## src/rtl/out_port_fifo_if.sv

```systemverilog
// Handshake bundle between the CPU output port, the FIFO and the downstream consumer.
// The slave modport is the FIFO's view; master is the CPU/consumer side.
interface out_port_fifo_if #(
    parameter int WIDTH = 8
);
    logic             out_we;
    logic [WIDTH-1:0] out_data;
    logic             m_valid;
    logic [WIDTH-1:0] m_data;
    logic             m_ready;

    modport slave (
        input  out_we,
        input  out_data,
        input  m_ready,
        output m_valid,
        output m_data
    );

    modport master (
        output out_we,
        output out_data,
        output m_ready,
        input  m_valid,
        input  m_data
    );
endinterface

```

## src/rtl/out_port_fifo.sv

```systemverilog
// First-word-fall-through queue behind the CPU external output port.
// A push into a full queue is dropped and raises the sticky ovf flag.
module out_port_fifo #(
    parameter int WIDTH = 8,
    parameter int DEPTH = 8,
    parameter int AW    = 3
) (
    input  logic          clk,
    input  logic          rst,
    out_port_fifo_if.slave bus,
    output logic          full,
    output logic          empty,
    output logic [AW:0]   count,
    output logic          ovf,
    input  logic          ovf_clr
);
    logic [WIDTH-1:0] mem [DEPTH];
    logic [AW-1:0]    wr_ptr;
    logic [AW-1:0]    rd_ptr;
    logic             push;
    logic             pop;

    // Flags come only from the count register, so no path from out_we or m_ready.
    assign full  = (count == (AW+1)'(DEPTH));
    assign empty = (count == '0);

    assign bus.m_valid = !empty;
    assign bus.m_data  = mem[rd_ptr];

    assign pop  = bus.m_valid && bus.m_ready;
    assign push = bus.out_we && (!full || pop);

    always_ff @(posedge clk) begin
        if (push) begin
            mem[wr_ptr] <= bus.out_data;
        end
    end

    always_ff @(posedge clk) begin
        if (!rst) begin
            wr_ptr <= '0;
            rd_ptr <= '0;
            count  <= '0;
        end else begin
            if (push) begin
                wr_ptr <= wr_ptr + 1'b1;
            end
            if (pop) begin
                rd_ptr <= rd_ptr + 1'b1;
            end
            if (push && !pop) begin
                count <= count + 1'b1;
            end else if (pop && !push) begin
                count <= count - 1'b1;
            end
        end
    end

    // A dropped push outranks a clear arriving in the same cycle.
    always_ff @(posedge clk) begin
        if (!rst) begin
            ovf <= 1'b0;
        end else if (bus.out_we && full && !pop) begin
            ovf <= 1'b1;
        end else if (ovf_clr) begin
            ovf <= 1'b0;
        end
    end
endmodule

```

## src/flat_wrapper.sv

```systemverilog
// flat-port wrapper written by rule: the top's interface ports become plain ports
module out_port_fifo_flat 
#(
    parameter int WIDTH = 8,
    parameter int DEPTH = 8,
    parameter int AW    = 3
)
  (clk, rst, full, empty, count, ovf, ovf_clr, bus_out_we, bus_out_data, bus_m_ready, bus_m_valid, bus_m_data);
  out_port_fifo_if #(.WIDTH(WIDTH)) bus_i ();
  input  logic clk;
  input  logic rst;
  output logic full;
  output logic empty;
  output logic [AW:0] count;
  output logic ovf;
  input  logic ovf_clr;
  input wire logic [$bits(bus_i.out_we)-1:0] bus_out_we;
  input wire logic [$bits(bus_i.out_data)-1:0] bus_out_data;
  input wire logic [$bits(bus_i.m_ready)-1:0] bus_m_ready;
  output wire logic [$bits(bus_i.m_valid)-1:0] bus_m_valid;
  output wire logic [$bits(bus_i.m_data)-1:0] bus_m_data;
  assign bus_i.out_we = bus_out_we;
  assign bus_i.out_data = bus_out_data;
  assign bus_i.m_ready = bus_m_ready;
  assign bus_m_valid = bus_i.m_valid;
  assign bus_m_data = bus_i.m_data;
  out_port_fifo #(.WIDTH(WIDTH), .DEPTH(DEPTH), .AW(AW)) u_core (.clk(clk), .rst(rst), .bus(bus_i), .full(full), .empty(empty), .count(count), .ovf(ovf), .ovf_clr(ovf_clr));
endmodule
```

## config.mk

```make
export PLATFORM = sky130hd
export DESIGN_NAME = out_port_fifo_flat
export DESIGN_NICKNAME = d
export VERILOG_FILES = /design/src/rtl/out_port_fifo_if.sv /design/src/rtl/out_port_fifo.sv /design/src/flat_wrapper.sv
export SDC_FILE = /design/constraint.sdc
export NUM_CORES = 1
export LEC_CHECK = 0
export CAP_MARGIN = 10
export CORE_ASPECT_RATIO = 1.4
export CORE_MARGIN = 2
export CORE_UTILIZATION = 58
export DETAILED_ROUTE_END_ITERATION = 8
export PLACE_DENSITY = 0.79
export SLEW_MARGIN = 20
export SYNTH_ARGS = -nofsm -noshare
export SYNTH_HDL_FRONTEND = slang
export SYNTH_SLANG_ARGS = --single-unit
```

## constraint.sdc

```tcl
create_clock -name clk -period 6.3 [get_ports clk]
set_input_delay 1.26 -clock clk [delete_from_list [all_inputs] [get_ports clk]]
set_output_delay 1.26 -clock clk [all_outputs]
set_load 0.02 [all_outputs]
```

==> results of run 1 <==
-- synthesized netlist by cell type (all sizes together), types with 4 or more instances --
| master | instances |
|---|---|
| clkbuf | 4 |
| mux2 | 8 |
| nor3 | 4 |
| and2 | 7 |
| nor2 | 4 |
| inv | 5 |
| ha | 5 |
| buf | 4 |
| dfxtp | 14 |
| xnor2 | 6 |
| mux4 | 16 |
| edfxtp | 64 |
| nand2 | 7 |
| nand3 | 5 |
-- power by group through the flow --
| stage | logic, mW | clock network [mW] | registers [mW] |
|---|---|---|---|
| 3_3_place_gp | 0.394 | 0 | 0.674 |
| 4_1_cts | 0.409 | 0.308 | 0.666 |
| 2_1_floorplan | 0.303 | 0 | 0.642 |
| 6_report | 0.402 | 0.296 | 0.664 |
| 3_5_place_dp | 0.407 | 0 | 0.677 |
| 5_1_grt | 0.433 | 0.326 | 0.675 |
-- registers in the layout, summed over array words and instances, names as in the netlist, named ones only --
| register | cells |
|---|---|
| u_core.count | 4 |
| u_core.mem | 64 |
| u_core.ovf | 1 |
| u_core.rd_ptr | 3 |
| u_core.wr_ptr | 3 |
-- worst paths after layout --
path                    from         endpoint  slack [ns]  depth (start not counted)
min          u_core.count[3]  u_core.count[3]        0.51                          2
min reg2reg  u_core.count[3]  u_core.count[3]        0.51                          2
max reg2reg  u_core.count[1]  u_core.count[3]        3.59                         10
max                     flop    bus_m_data[7]        2.63                          3
-- kinds of logic (layout without fill, tap and decap cells) --
family	Yosys count	after routing	synth area share
compound gates	8	8	0.02042
xor+xnor	6	6	0.01681
fa+ha+maj	6	6	0.02642
buf+inv	13	54	0.02001
flops	78	78	0.7046
mux	26	26	0.1505
simple gates	35	35	0.06125
-- per-layer routing --
metal | track usage | wire [µm] | vias to the layer above
li1 | - | - | 741
met1 | 0.2107 | 1915 | 778
met2 | 0.3485 | 2960 | 35
met3 | 0.04364 | 197 | 5
met4 | 0.09694 | 50 | 0
met5 | 0 | 0 | -
-- metrics by stage --
step | setup WS [ns] | area, µm² | instances
global route | 2.478 | 3642 | 279
global placement | 2.538 | 3482 | 263
floorplan | 3.505 | 3126 | 172
CTS | 2.165 | 3641 | 279
detailed placement | 2.539 | 3482 | 263
finish | 2.629 | 3642 | 279
-- worst reg2reg max path: cells and delay by family, from the launching register on --
| family | cells | cell delay [ns] |
|---|---|---|
| mux | 1 | 0.19 |
| fa+ha+maj | 2 | 0.51 |
| flops | 1 | 0.38 |
| compound gates | 4 | 0.71 |
| simple gates | 1 | 0.59 |
| buf+inv | 2 | 0.24 |
-- area by class of cell --
type	instances	area share
sequential	78	0.6049
inverter	5	0.005153
timing repair buffer	33	0.08726
tap	66	0.02267
multi-input combinational	81	0.2363
clock inverter	4	0.006527
clock buffer	12	0.03710
==> summary.txt, run 1 <==
Worst hold path
  – Class of the worst hold path: flop to flop

Layout
  – Most frequent cells in the layout: 64 x edfxtp_1, 28 x clkdlybuf4s50_1, 16 x mux4_2, 13 x dfxtp_1, 9 x clkbuf_8
  – Area of the multi-input gates: 860.8 µm²
  – P&R area growth vs syn: 16.53%
  – Nets@finish: 227
  – FF/Latch Area: 0.002203 mm²
  – Layout Utilization: 0.7008
  – Fraction of final layout cells sized beyond drive strength 1: 0.2113
  – Most common library cell in the layout ignoring fill and taps: edfxtp_1
  – Fillers: 346
  – ANT cells: 0

Setup path
  – Critical Path RT: 5.04 ns
  – CP Cell Sequence: mux4_2 > mux2_2 > clkdlybuf4s50_1
  – Setup crit end kind: output port
  – Delay-heaviest family, CP: multiplexers
  – Worst path bufs/invs: 1
  – Critical path data arrival time: 2.41 ns
  – Critical path class: flop to output port
  – Startpoint Class: flop
  – CP max FO: 16
  – Critical Path Max Stage Delay: 0.69 ns
  – Critical-path top delay cell: dfxtp_2

Drt
  – DRC violations left: 0
  – Pre-antenna DRT Iters: 4
  – Antenna-violating nets left: 0
  – Via density: 5.588
  – Iteration-0 DRC Markers: 57
  – DR WL/cell: 18.36 µm
  – Via count of the routed design: 1,559
  – Total Routed Length: 5.123 mm

Timing
  – RSZ-0062 raised after global routing: no
  – Fmax: 272.4 MHz
  – Min Hold Slack: 0.5050 ns
  – Fin Clk Skew: 0.008367 ns
  – Final hold violations: 0
  – Slew @ Worst Pin: 0.8623 ns
  – Min cycle time layout: 3.671 ns
  – Sum of negative setup slack: 0 ns
  – Worst slew margin: 0.4230
  – Final Cycle Share: 0.5828
  – # setup viols final: 0
  – Max Slew Vio Count: 0

Job
  – Max-cap violations: 0

Die
  – Die Y: 90.86 µm
  – Initial Util: 0.6013
  – Ports: 29
  – Core region area: 0.005197 mm²
  – Die area: 0.006000 mm²
  – # rows: 31
  – Die Width: 66.04 µm

Logic synthesis
  – Post-Syn Area per Cell: 18.17 µm²
  – Area leader, netlist: edfxtp_1
  – Syn_nets: 191
  – Yosys top cell area share: 0.6149
  – Cell Area, Synth: 0.003125 mm²
  – Sequential area share after synthesis: 0.7046
  – Synth async-reset ratio: 0
  – Post-synth EDFFs: 64
  – Cells after synthesis: 172
  – Synth unique cells: 34
  – Synth warn: 0
  – Primary FF master, synth: edfxtp_1
  – Flops & latches, synth: 78
  – Main area contributors after synthesis: edfxtp_1 61%, mux4_2 12%, dfxtp_1 9.0%

Power and ir drop
  – Proportion of power drawn by flip-flops and latches: 0.487
  – Switching part of the total: 0.2851
  – Peak VDD IR: 0.0002318 V
  – Clock power frac: 0.217
  – Pwr/cell area: 373.9 mW/mm²
  – Internal: 0.9736 mW
  – Net Switching: 0.3883 mW
  – Total Power: 1.362 mW
  – Gate power share: 0.295
  – Static Leak: 1.200 nW

Clock network
  – CTS buffer count: 9
  – Hold buffer count at cts: 0
  – Clock Latency Late Sink: 0.33 ns
  – Clk sinks: 78
  – Clk pin slew, worst setup/hold paths: 0.07 ns
  – H-Tree Level Count: 3
  – CTS root buffer: clkbuf_8
  – Post-cts resize count: 0
  – Post-CTS Setup Bufs: 0
  – Deepest clock path buffer count: 2
  – CTS tree: done

Placed design
  – Gpl congestion: 0.7162
  – DP HPWL: 3.666 mm
  – IO Port Bufs: 28

Run status
  – Status: finished clean

Global routing
  – Vias in the first global route: 1,702
  – Pin count of the biggest net entering global routing: 17
  – Congestion Overflow GR: 0
  – Initial antenna violation count: 0
  – First-pass GRT wire length: 8.183 mm
  – Global router's overall resource usage: 0.1952
Power figures use the tool's default switching activity.
==> run 2, diff against run 1 <==
CORE_UTILIZATION = 51   (was 58)
PLACE_DENSITY = 0.74   (was 0.79)
clock period = 3.1 ns   (was 6.3 ns; I/O delays follow)
==> run 2 against run 1 <==
  * Worst setup slack worse by 2.5 ns
  * Design area up 3.3%
  * Combinational power up 130%
  * Wire length up 5.7%
  * Sequential power up 91%
  * Via count up 3.9%
  * Power up 120%
  * Clock skew down 0.0029 ns
  * Clock power rose to 2.7 times the previous value
  * Critical path depth up 1
  * Die area up 13%
  * Critical path type unchanged
  * Largest cell class unchanged
  * Largest power group unchanged
==> summary.txt, run 2 (synthesis results as in run 1) <==
Run status
  – Status: finished clean

Layout
  – Most common library cell in the layout ignoring fill and taps: edfxtp_1
  – Nets@finish: 234
  – Largest register FFs: 64
  – P&R area growth vs syn: 20.34%
  – Fraction of final layout cells sized beyond drive strength 1: 0.2455
  – Largest regs: u_core.mem (64), u_core.count (4)
  – Fillers: 418
  – Most frequent cells in the layout: 64 x edfxtp_1, 28 x clkdlybuf4s50_1, 16 x mux4_2, 14 x dfxtp_1, 12 x buf_4
  – ANT cells: 0
  – Fin cells: 290
  – Largest Register: u_core.mem

Timing
  – Fmax: 339.4 MHz
  – # setup viols final: 0
  – Worst slew margin: 0.6938
  – Final Cycle Share: 0.9505
  – Max Slew Vio Count: 0
  – Final hold violations: 0
  – Min cycle time layout: 2.946 ns
  – Slew @ Worst Pin: 0.4587 ns
  – Fin Clk Skew: 0.005477 ns
  – Post-route setup slack: 0.1535 ns
  – RSZ-0062 raised after global routing: no
  – Sum of negative setup slack: 0 ns

Drt
  – Total Routed Length: 5.413 mm
  – Antenna-violating nets left: 0
  – Via density: 5.586
  – DRC violations left: 0
  – Pre-antenna DRT Iters: 4
  – DR WL/cell: 18.67 µm
  – Via count of the routed design: 1,620
  – Iteration-0 DRC Markers: 144

Global routing
  – Congestion Overflow GR: 0
  – Initial antenna violation count: 0
  – Vias in the first global route: 1,753
  – First-pass GRT wire length: 8.783 mm
  – Pin count of the biggest net entering global routing: 17
  – Global router's overall resource usage: 0.1750

Power and ir drop
  – Pwr/cell area: 795.2 mW/mm²
  – Peak VDD IR: 0.0004932 V
  – Static Leak: 1.271 nW
  – Total Power: 2.991 mW

Setup path
  – Worst path bufs/invs: 2
  – Worst R2R Path Depth: 10
  – Worst reg2reg endpoint: u_core.count[3]
  – Critical-path top delay cell: mux4_2
  – CP Cell Sequence: buf_4 > mux4_2 > mux2_2 > clkdlybuf4s50_1
  – CP max FO: 16
  – Setup crit end kind: output port
  – Delay-heaviest family, CP: buffers and inverters
  – Critical Path RT: 2.48 ns
  – Startpoint Class: flop
  – Reg2reg start: u_core.count[1]
  – Critical Path Max Stage Delay: 0.55 ns
  – Critical path class: flop to output port
  – R2R setup slack: 0.36 ns
  – Critical path data arrival time: 2.33 ns

Clock network
  – CTS buffer count: 9
  – Clk pin slew, worst setup/hold paths: 0.07 ns
  – Clk sinks: 78
  – Hold buffer count at cts: 0
  – H-Tree Level Count: 3
  – Post-cts resize count: 0
  – Deepest clock path buffer count: 2
  – Clock Latency Late Sink: 0.34 ns
  – CTS tree: done
  – Post-CTS Setup Bufs: 0
  – CTS root buffer: clkbuf_8

Die
  – Initial Util: 0.5293
  – Die Width: 70.16 µm
  – Die area: 0.006779 mm²
  – Core region area: 0.005904 mm²
  – Ports: 29
  – Die Y: 96.63 µm
  – # rows: 33

Worst hold path
  – Hold depth: 2
  – Worst Min Path Start: u_core.count[3]
  – Hold Path Sink: u_core.count[3]
  – Class of the worst hold path: flop to flop

Placed design
  – IO Port Bufs: 28
  – Dpl ws: 0.1141 ns
  – Inst Count DP: 274
  – Gpl congestion: 0.7139
  – DP HPWL: 3.637 mm

Job
  – Max-cap violations: 0
-- run 2: cell types whose count changed in the layout (fill, tap and decap cells not counted), sizes merged --
| cell | before | now |
|---|---|---|
| buf | 5 | 12 |
| inv | 5 | 6 |
| clkinvlp | 2 | 1 |
| clkbuf | 12 | 9 |
| bufinv | 0 | 2 |
| clkinv | 2 | 3 |
-- run 2: report_power, final --
part	internal [mW]	switching, mW
Combinational	0.483	0.423
Clock	0.456	0.356
Sequential	1.22	0.0566
Total	2.15	0.836
-- run 2: per-layer routing --
layer	up-vias	GRT usage	part of all wire
met4	0	0.06805	0.0094
met2	52	0.3040	0.55
met5	-	0	0
li1	755	-	-
met1	807	0.2049	0.37
met3	6	0.04688	0.069
-- run 2: worst max path at each step --
stage / start / slack, ns / end / depth (start not counted)
floorplan: u_core.count[1] / 0.56 / u_core.count[3] / 10
global placement: bus_m_ready / 0.28 / u_core.count[3] / 10
detailed placement: bus_m_ready / 0.11 / u_core.count[3] / 10
CTS: flop / 0.10 / bus_m_data[4] / 4
global route: flop / 0.02 / bus_m_data[4] / 4
finish: flop / 0.15 / bus_m_data[4] / 4
-- run 2: final cells by class --
| class | instances | area, µm² | share of cell area |
|---|---|---|---|
| timing repair buffer | 40 | 370.4 | 0.09847 |
| tap | 70 | 87.58 | 0.02329 |
| multi-input combinational | 81 | 860.8 | 0.2289 |
| clock inverter | 7 | 97.59 | 0.02595 |
| clock buffer | 9 | 123.9 | 0.03293 |
| inverter | 5 | 18.77 | 0.004990 |
| sequential | 78 | 2202 | 0.5855 |
-- run 2: worst min-delay path, delay by kind of cell, from the launching register on --
family / cells / cell delay (ns)
DFF: 1 / 0.34
muxes: 1 / 0.06
and+or+nand+nor: 1 / 0.06
-- run 2: per-stage QoR --
step             util  instance area [µm²]  hold WS (ns)
3_5_place_dp   0.5995                 3540        0.4993
6_report       0.6370                 3761        0.5064
4_1_cts        0.6370                 3761        0.5159
3_3_place_gp   0.5995                 3540        0.4817
2_1_floorplan       -                 3126        0.4666
5_1_grt        0.6370                 3761        0.5612
